--- src/rtl/result_frame_tx.sv ---
// Outbound result framer: on a result pulse, sends HEADER, result bytes LSB first,
// XOR checksum and TRAILER through the UART transmitter's start/ready handshake.
module result_frame_tx #(
  parameter logic [7:0] HEADER      = 8'hA5,
  parameter logic [7:0] TRAILER     = 8'h0D,
  parameter int         NUM_BYTES   = 8,
  parameter int         ACK_TIMEOUT = 20000
) (
  input  logic        clk,
  input  logic        rst,
  input  logic [63:0] result,
  input  logic        result_valid,
  input  logic        tx_ready,
  output logic [7:0]  tx_data,
  output logic        tx_start,
  output logic        busy,
  output logic        done,
  output logic        overrun,
  output logic        timeout_err
);

  localparam int LAST_IDX = NUM_BYTES + 2;
  localparam int IDX_W    = $clog2(LAST_IDX + 1);
  localparam int TMO_W    = $clog2(ACK_TIMEOUT + 1);

  localparam logic [IDX_W-1:0] IDX_LAST = IDX_W'(LAST_IDX);
  localparam logic [IDX_W-1:0] IDX_ONE  = IDX_W'(1);
  localparam logic [TMO_W-1:0] TMO_LAST = TMO_W'(ACK_TIMEOUT - 1);
  localparam logic [TMO_W-1:0] TMO_ONE  = TMO_W'(1);

  typedef enum logic [1:0] {
    IDLE = 2'd0,
    REQ  = 2'd1,
    ACK  = 2'd2
  } state_t;

  state_t           state, state_n;
  logic [IDX_W-1:0] idx, idx_n;
  logic [TMO_W-1:0] tmo, tmo_n;
  logic             rdy_p0, rdy_s;
  logic [63:0]      res_q;
  logic [7:0]       chk_q;
  logic             latch;
  logic [7:0]       tx_data_n;
  logic             tx_start_n, busy_n, done_n, overrun_n, timeout_n;

  function automatic logic [7:0] frame_chk(input logic [63:0] r);
    logic [7:0] c;
    c = '0;
    for (int b = 0; b < NUM_BYTES; b++) c = c ^ r[8*b +: 8];
    return c;
  endfunction

  function automatic logic [7:0] frame_byte(input logic [IDX_W-1:0] i,
                                            input logic [63:0]      r,
                                            input logic [7:0]       c);
    logic [7:0] v;
    v = TRAILER;
    if (i == '0) v = HEADER;
    else if (i == IDX_W'(NUM_BYTES + 1)) v = c;
    for (int b = 0; b < NUM_BYTES; b++)
      if (i == IDX_W'(b + 1)) v = r[8*b +: 8];
    return v;
  endfunction

  // Stage p0/s: two-flop synchronizer for the uart_clk-domain ready flag
  always_ff @(posedge clk or posedge rst) begin
    if (rst) begin
      rdy_p0 <= 1'b0;
      rdy_s  <= 1'b0;
    end else begin
      rdy_p0 <= tx_ready;
      rdy_s  <= rdy_p0;
    end
  end

  // Payload and checksum captured once per accepted frame
  always_ff @(posedge clk) begin
    if (latch) begin
      res_q <= result;
      chk_q <= frame_chk(result);
    end
  end

  always_comb begin
    state_n    = state;
    idx_n      = idx;
    tmo_n      = tmo;
    tx_data_n  = tx_data;
    tx_start_n = tx_start;
    busy_n     = busy;
    done_n     = 1'b0;
    timeout_n  = timeout_err;
    latch      = 1'b0;
    // The completion cycle still belongs to the old frame, so a pulse there is an overrun
    overrun_n  = overrun | (result_valid & (busy | done));

    case (state)
      IDLE: begin
        if (result_valid && !done) begin
          latch   = 1'b1;
          idx_n   = '0;
          tmo_n   = '0;
          busy_n  = 1'b1;
          state_n = REQ;
          if (rdy_s) begin
            tx_start_n = 1'b1;
            tx_data_n  = HEADER;
          end
        end
      end
      REQ: begin
        if (!tx_start) begin
          if (rdy_s) begin
            tx_start_n = 1'b1;
            tx_data_n  = frame_byte(idx, res_q, chk_q);
            tmo_n      = '0;
          end
        end else if (!rdy_s) begin
          tx_start_n = 1'b0;
          state_n    = ACK;
        end else if (tmo == TMO_LAST) begin
          tx_start_n = 1'b0;
          timeout_n  = 1'b1;
          busy_n     = 1'b0;
          idx_n      = '0;
          state_n    = IDLE;
        end else begin
          tmo_n = tmo + TMO_ONE;
        end
      end
      ACK: begin
        if (rdy_s) begin
          if (idx == IDX_LAST) begin
            busy_n  = 1'b0;
            done_n  = 1'b1;
            idx_n   = '0;
            state_n = IDLE;
          end else begin
            idx_n      = idx + IDX_ONE;
            tx_start_n = 1'b1;
            tx_data_n  = frame_byte(idx + IDX_ONE, res_q, chk_q);
            tmo_n      = '0;
            state_n    = REQ;
          end
        end
      end
      default: state_n = IDLE;
    endcase
  end

  always_ff @(posedge clk or posedge rst) begin
    if (rst) begin
      state       <= IDLE;
      idx         <= '0;
      tmo         <= '0;
      tx_data     <= 8'h00;
      tx_start    <= 1'b0;
      busy        <= 1'b0;
      done        <= 1'b0;
      overrun     <= 1'b0;
      timeout_err <= 1'b0;
    end else begin
      state       <= state_n;
      idx         <= idx_n;
      tmo         <= tmo_n;
      tx_data     <= tx_data_n;
      tx_start    <= tx_start_n;
      busy        <= busy_n;
      done        <= done_n;
      overrun     <= overrun_n;
      timeout_err <= timeout_n;
    end
  end

endmodule

--- config.mk ---
export PLATFORM = sky130hd
export DESIGN_NAME = result_frame_tx
export DESIGN_NICKNAME = d
export VERILOG_FILES = /design/src/rtl/result_frame_tx.sv
export SDC_FILE = /design/constraint.sdc
export NUM_CORES = 1
export LEC_CHECK = 0
export ABC_AREA = 1
export CELL_PAD_IN_SITES_DETAIL_PLACEMENT = 0
export CELL_PAD_IN_SITES_GLOBAL_PLACEMENT = 1
export CORE_MARGIN = 10
export CORE_UTILIZATION = 38
export DETAILED_ROUTE_END_ITERATION = 8
export PLACE_DENSITY_LB_ADDON = 0.1
export SYNTH_ARGS = -nofsm -noshare
export SYNTH_HDL_FRONTEND = slang
export SYNTH_SLANG_ARGS = --single-unit
--- constraint.sdc ---
create_clock -name clk -period 6.45 [get_ports clk]
set_input_delay 1.935 -clock clk [delete_from_list [all_inputs] [get_ports clk]]
set_output_delay 1.935 -clock clk [all_outputs]
set_load 0.01 [all_outputs]
**Word level (Yosys, flattened, before mapping)**

Cells that the tools add are included.

- Output and inout bits: 13
- Flip-flop bits (word level): 108
- Bits of input ports: 68

- Reduce and logical (&&, ||, !) cells: 13
- Add/subtract/negate cells: 2
- Equality and inequality tests: 33
- Bitwise gates (word level): 10
- Multiplexer cells: 70

Operators by type and width:

| cell | count |
|---|---|
| 8-bit 2-to-1 mux | 26 |
| 15-bit 2-to-1 mux | 7 |
| 8-bit XOR | 7 |
| 15-bit one-hot mux with 3 select lines | 1 |
| 4-bit by 3-bit equality test with 1-bit output, second input constant | 8 |
| 4-bit 2-to-1 mux | 6 |
| 8-bit one-hot mux with 3 select lines | 1 |
| 4-bit equality test, second input constant | 5 |
| 1-bit 2-to-1 mux | 20 |
| 2-bit inequality test, second input constant | 9 |
| 4-bit by 2-bit equality test with 1-bit output, second input constant | 4 |
| 15-bit by 1-bit adder with 15-bit output, second input constant | 1 |
| 15-bit equality test, second input constant | 1 |
| 7-bit AND reduction | 2 |
| 4-bit one-hot mux with 3 select lines | 1 |
| 6-bit AND reduction | 2 |
| 2-bit 2-to-1 mux | 5 |
| 4-bit by 1-bit equality test with 1-bit output, second input constant | 2 |
| 4-bit zero test | 2 |
| 4-bit AND reduction | 2 |
| 3-bit inequality test, second input constant | 2 |
| 1-bit one-hot mux with 3 select lines | 2 |
| 2-bit one-hot mux with 3 select lines | 1 |
| 5-bit AND reduction | 1 |
| other kinds (9) | 10 |

**Depth between registers and ports, before layout**

- Depth in word-level cells: 15
- Depth in mapped cells: 15
- Depth with buffers taken out: 14

**Worst setup path before layout**

OpenSTA, ideal clock, no wires.

- Path type: input-to-reg
- From: input port result_valid
- To: register chk_q[0], enable pin
- Buffers on the path: 0
- Path slack: -0.998 ns
- Setup time: 0.591 ns
- Required time: 5.859 ns
- Data arrival time: 6.858 ns
- Cell stages on the path: 2
- Cells stage by stage: inv_1 nor3_1

- Longest elaborated chain between the ends: 3

RTL lines:

| what | RTL line | RTL |
|---|---|---|
| start: declaration | 12 | `input logic result_valid,` |
| 1-bit logical AND | 100 | `if (result_valid && !done) begin` |
| 1-bit 2-to-1 mux | 100 |  |
| 1-bit 2-to-1 mux | 98 | `case (state)` |
| via latch | 43 | `logic latch;` |
| end signal: assignment | 81 | `chk_q <= frame_chk(result);` |
| end: declaration | 42 | `logic [7:0] chk_q;` |

The timed path passes the listed nets, and every way through them passes these cells.
A chain may end at the register's enable or synchronous reset.

**Worst setup path in the final report**

- From: input port result_valid
- To: register tmo[9]

- Longest elaborated chain between the ends: 3

RTL lines:

| what | RTL line | RTL |
|---|---|---|
| 1-bit logical AND | 100 |  |
| 2-bit inequality test (no source line) | - |  |
| 6-bit AND reduction (no source line) | - |  |
| end signal: assignment | 166 | `tmo <= tmo_n;` |
| end: declaration | 39 | `logic [TMO_W-1:0] tmo, tmo_n;` |

Every way passes these cells.

==> impl_summary.txt <==
----------------------------------------------------
[Die]
  I/O pins ... ~80
  Floorplan die width ... 146 µm
  Die Footprint ... 0.0212 mm²
  Starting utilization of the core area ... roughly two fifths
  Core Region ... roughly 0.015 mm²
  Placement row count ... 45
  Vert. Die Dim ... 146 µm

[Global routing]
  Pin count of the biggest net entering global routing ... 73
  Number of antenna violations at the first check in global routing ... 0
  Global-route wire length before repair ... about 26000 µm
  Global-route total usage across every layer ... 15.1%
  Vias in the first global route ... between 4000 and 5000
  Total global routing overflow ... 0

[Hold path]
  Path type of the worst min-delay path ... reg -> reg

[Timing]
  Number of max-slew violations in the final report ... 0
  Final hold viol count ... 0
  Count of final setup violators ... 0
  Setup skew after layout ... between 6 and 7 ps
  Unrepaired setup endpoints after global routing ... false
  TNS Setup ... 0 ps
  Minimum period implied by the final worst setup slack ... 3600 ps
  Part of the cycle the worst path needs ... 55.8%
  Max-slew headroom at the worst pin ... 39.9%
  Top achievable clock speed ... 278 MHz
  Actual transition at the worst max-transition pin ... roughly 900 ps

[Layout]
  Fraction of final layout cells with drive strength greater than 1 ... 8.32%
  Final antenna diode count ... 0
  Number of fillers in the final layout ... about 1500
  Net count of the finished layout ... between 800 and 900
  Final cell count without fillers ... between 900 and 1000
  Area overhead of the layout relative to synthesis ... 22.0%

[Synth]
  Avg Inst Size Synth ... 8.79 µm²
  Commonest cells in the synthesized netlist ... 164 x nand2_1, 80 x inv_1, 72 x edfxtp_1, 60 x nor2_1, 40 x xnor2_1
  Number of distinct library cells after synthesis ... 39
  Register bit count reported by yosys ... about 110
  Mapped Nets ... around 760
  Count of flip-flops with a built-in enable after synthesis ... 72
  Most used DFF post-synth ... edfxtp_1
  Most common cell in the netlist ... nand2_1
  Most area-hungry cell type in the Yosys netlist ... edfxtp_1
  Fraction of synthesis flops using an asynchronous set or reset pin ... 33.3%
  Most area-consuming cells after synthesis ... edfxtp_1 36%, dfrtp_1 15%, nand2_1 10%, xnor2_1 5.8%, inv_1 5.0%
  Seq/Total Area, Yosys ... ~50%
  Gate count of the mapped netlist ... roughly 680
  Cell Area, Synth ... 0.00600 mm²
  Share of the synthesized area in the top cell type ... a little over a third
  Yosys warns ... 0

[Drt]
  Antenna viol nets, final ... 0
  Number of optimization iterations in the first detailed-route pass ... 5
  Post-DR wirelength/cell ... 16.0 µm
  Detailed router's first-iteration violation count ... around 320
  Avg Vias per Cell ... just under 5
  Number of DRC violations after detailed routing ... 0
  Via count of the routed design ... approximately 4800
  Detailed Route WL ... between 15000 and 20000 µm

[Critical path]
  CP bufs+invs ... 4
  Endpoint class of the critical path ... flip-flop
  Sequence of cells on the critical path ... clkdlybuf4s50_1 -> inv_1 -> o21ai_0 -> nand2_1 -> inv_1 -> nand3_2 -> inv_2 -> nand3_1 -> o21ai_1 -> nand2_1 -> nor2_1
  Arr. time, crit path ... 3900 ps
  Cell type group with the largest total delay on the critical path ... buffers and inverters
  Critical Setup Path Class ... in -> reg
  Data required time at the worst endpoint ... 6750 ps
  Critical Path Max Stage Delay ... between 400 and 500 ps
  Type of origin of the critical path ... input pin
  Largest fanout of any net on the critical path ... 15
  Standard cell with the maximum stage delay on the critical path ... clkdlybuf4s50_1

[Clock network]
  CTS buffer count ... 9
  Post-CTS sizing ... 0
  CTS clk-pin slew, worst paths ... roughly 80 ps
  CTS H-tree depth ... 3
  Clk root buf ... clkbuf_16
  Clk_lat worst skew ... 370 ps
  Hold buffer count at CTS ... 0
  TritonCTS clock tree ... yes
  Setup bufs post-CTS ... 0
  CTS Buffer Depth ... 2
  Clock sink count ... ~110

[Power]
  VDD IR max ... roughly 0.17 mV
  Power per cell area ... 336 mW/mm²
  Leakage component of the power ... between 0.002 and 0.003 µW

[Flow run]
  Maxcap violations ... 0

[Place]
  Number of port buffers ... 80
  DP HPWL ... between 10000 and 15000 µm
  Placed insts ... 964
  Final weighted congestion of routability-driven global placement ... approximately 0.84

[Outcome]
  Result of the run ... complete, no violations

----------------------------------------------------
==> power breakdown <==
part | switching, µW | total [µW] | internal (µW)
Combinational | 555 | 859 | 304
Clock | 281 | 592 | 311
Sequential | 93.2 | 1010 | 919
Total | 929 | 2460 | 1530
==> cell usage in the layout, fill, tap and decap left out, drive strengths merged <==
cell and instances:
a21oi 17, nand3b 2, clkdlybuf4s50 80, o21bai 2, nor4 3, a31oi 1
buf 2, o31ai 2, edfxtp 72, ha 5, nor2 72, nor3 12
nand4 24, inv 98, xnor2 40, bufinv 1, xor2 21, nand2 169
o41ai 1, clkbuf 9, o21ai 43, o211ai 2, or2 9, dfrtp 36
clkinv 2, o2111ai 2, nand3 36, o22ai 4, clkinvlp 1, and3 1
==> routing by layer <==
metal | vias up | wire (µm) | global-route usage [%]
met2 | 138 | 7570 | 25.1
met5 | - | 0 | 0
met1 | 2223 | 6870 | 18.3
met3 | 30 | 915 | 4.22
met4 | 0 | 362 | 5.21
li1 | 2396 | - | -
==> final cells by class <==
type                       instances  area (µm²)  area share, %
timing repair buffer              82         816           11.1
sequential                       108        3060           41.8
clock buffer                       9         225           3.08
tap                              211         264           3.61
inverter                          95         357           4.87
clock inverter                     7        91.3           1.25
multi-input combinational        468        2500           34.2
==> stage by stage <==
step | hold slack, ps | utilization, % | setup slack, ps | total power [µW] | area [µm²]
5_1_grt | 383 | 47.8 | 2660 | 2640 | 7320
4_1_cts | 375 | 47.8 | 2880 | 2490 | 7320
3_3_place_gp | 342 | 45.7 | 2540 | 1880 | 7000
6_report | 378 | 47.8 | 2850 | 2460 | 7320
3_5_place_dp | 335 | 45.7 | 2520 | 1890 | 7000
2_1_floorplan | 331 | - | 1220 | 1600 | 6010
==> sequential cells by signal, summed over array words and instances, names as in the netlist, 2 cells and up <==
register,count
idx,4
res_q,64
tmo,15
chk_q,8
state,2
tx_data,8
==> cells by family after synthesis <==
kind of cell | share of synthesized area (%)
AO/OA/AOI/OAI | 6.84
XOR/XNOR | 8.90
adder cells (fa/ha/maj) | 1.04
buffers and inverters | 7.42
flip-flops | 51.0
AND/OR/NAND/NOR | 24.7
==> worst register-to-register path: stages (launching register included) <==
cell     delay, ps
dfrtp_1        430
inv_1          100
ha_1           670
nor3_1         130
nor3_2         210
nand3_2        240
inv_2          290
nand3_1        140
o21ai_1        140
nand2_1         60
nor2_1          80
==> path summary, 6_finish.rpt <==
| check | from | end | depth (start not counted) | slack (ps) |
|---|---|---|---|---|
| worst max-delay path | result_valid | tmo[9] | 11 | 2850 |
| worst min-delay path | rdy_p0 | rdy_s | 0 | 380 |
| worst max register to register | state[1] | tmo[9] | 10 | 3900 |
| worst min register to register | rdy_p0 | rdy_s | 0 | 380 |
| max in group asynchronous | rst | tmo[3] | 3 | 4100 |
| min in group asynchronous | rst | rdy_s | 3 | 2010 |
Note: power is estimated with default switching activity, not from simulation.
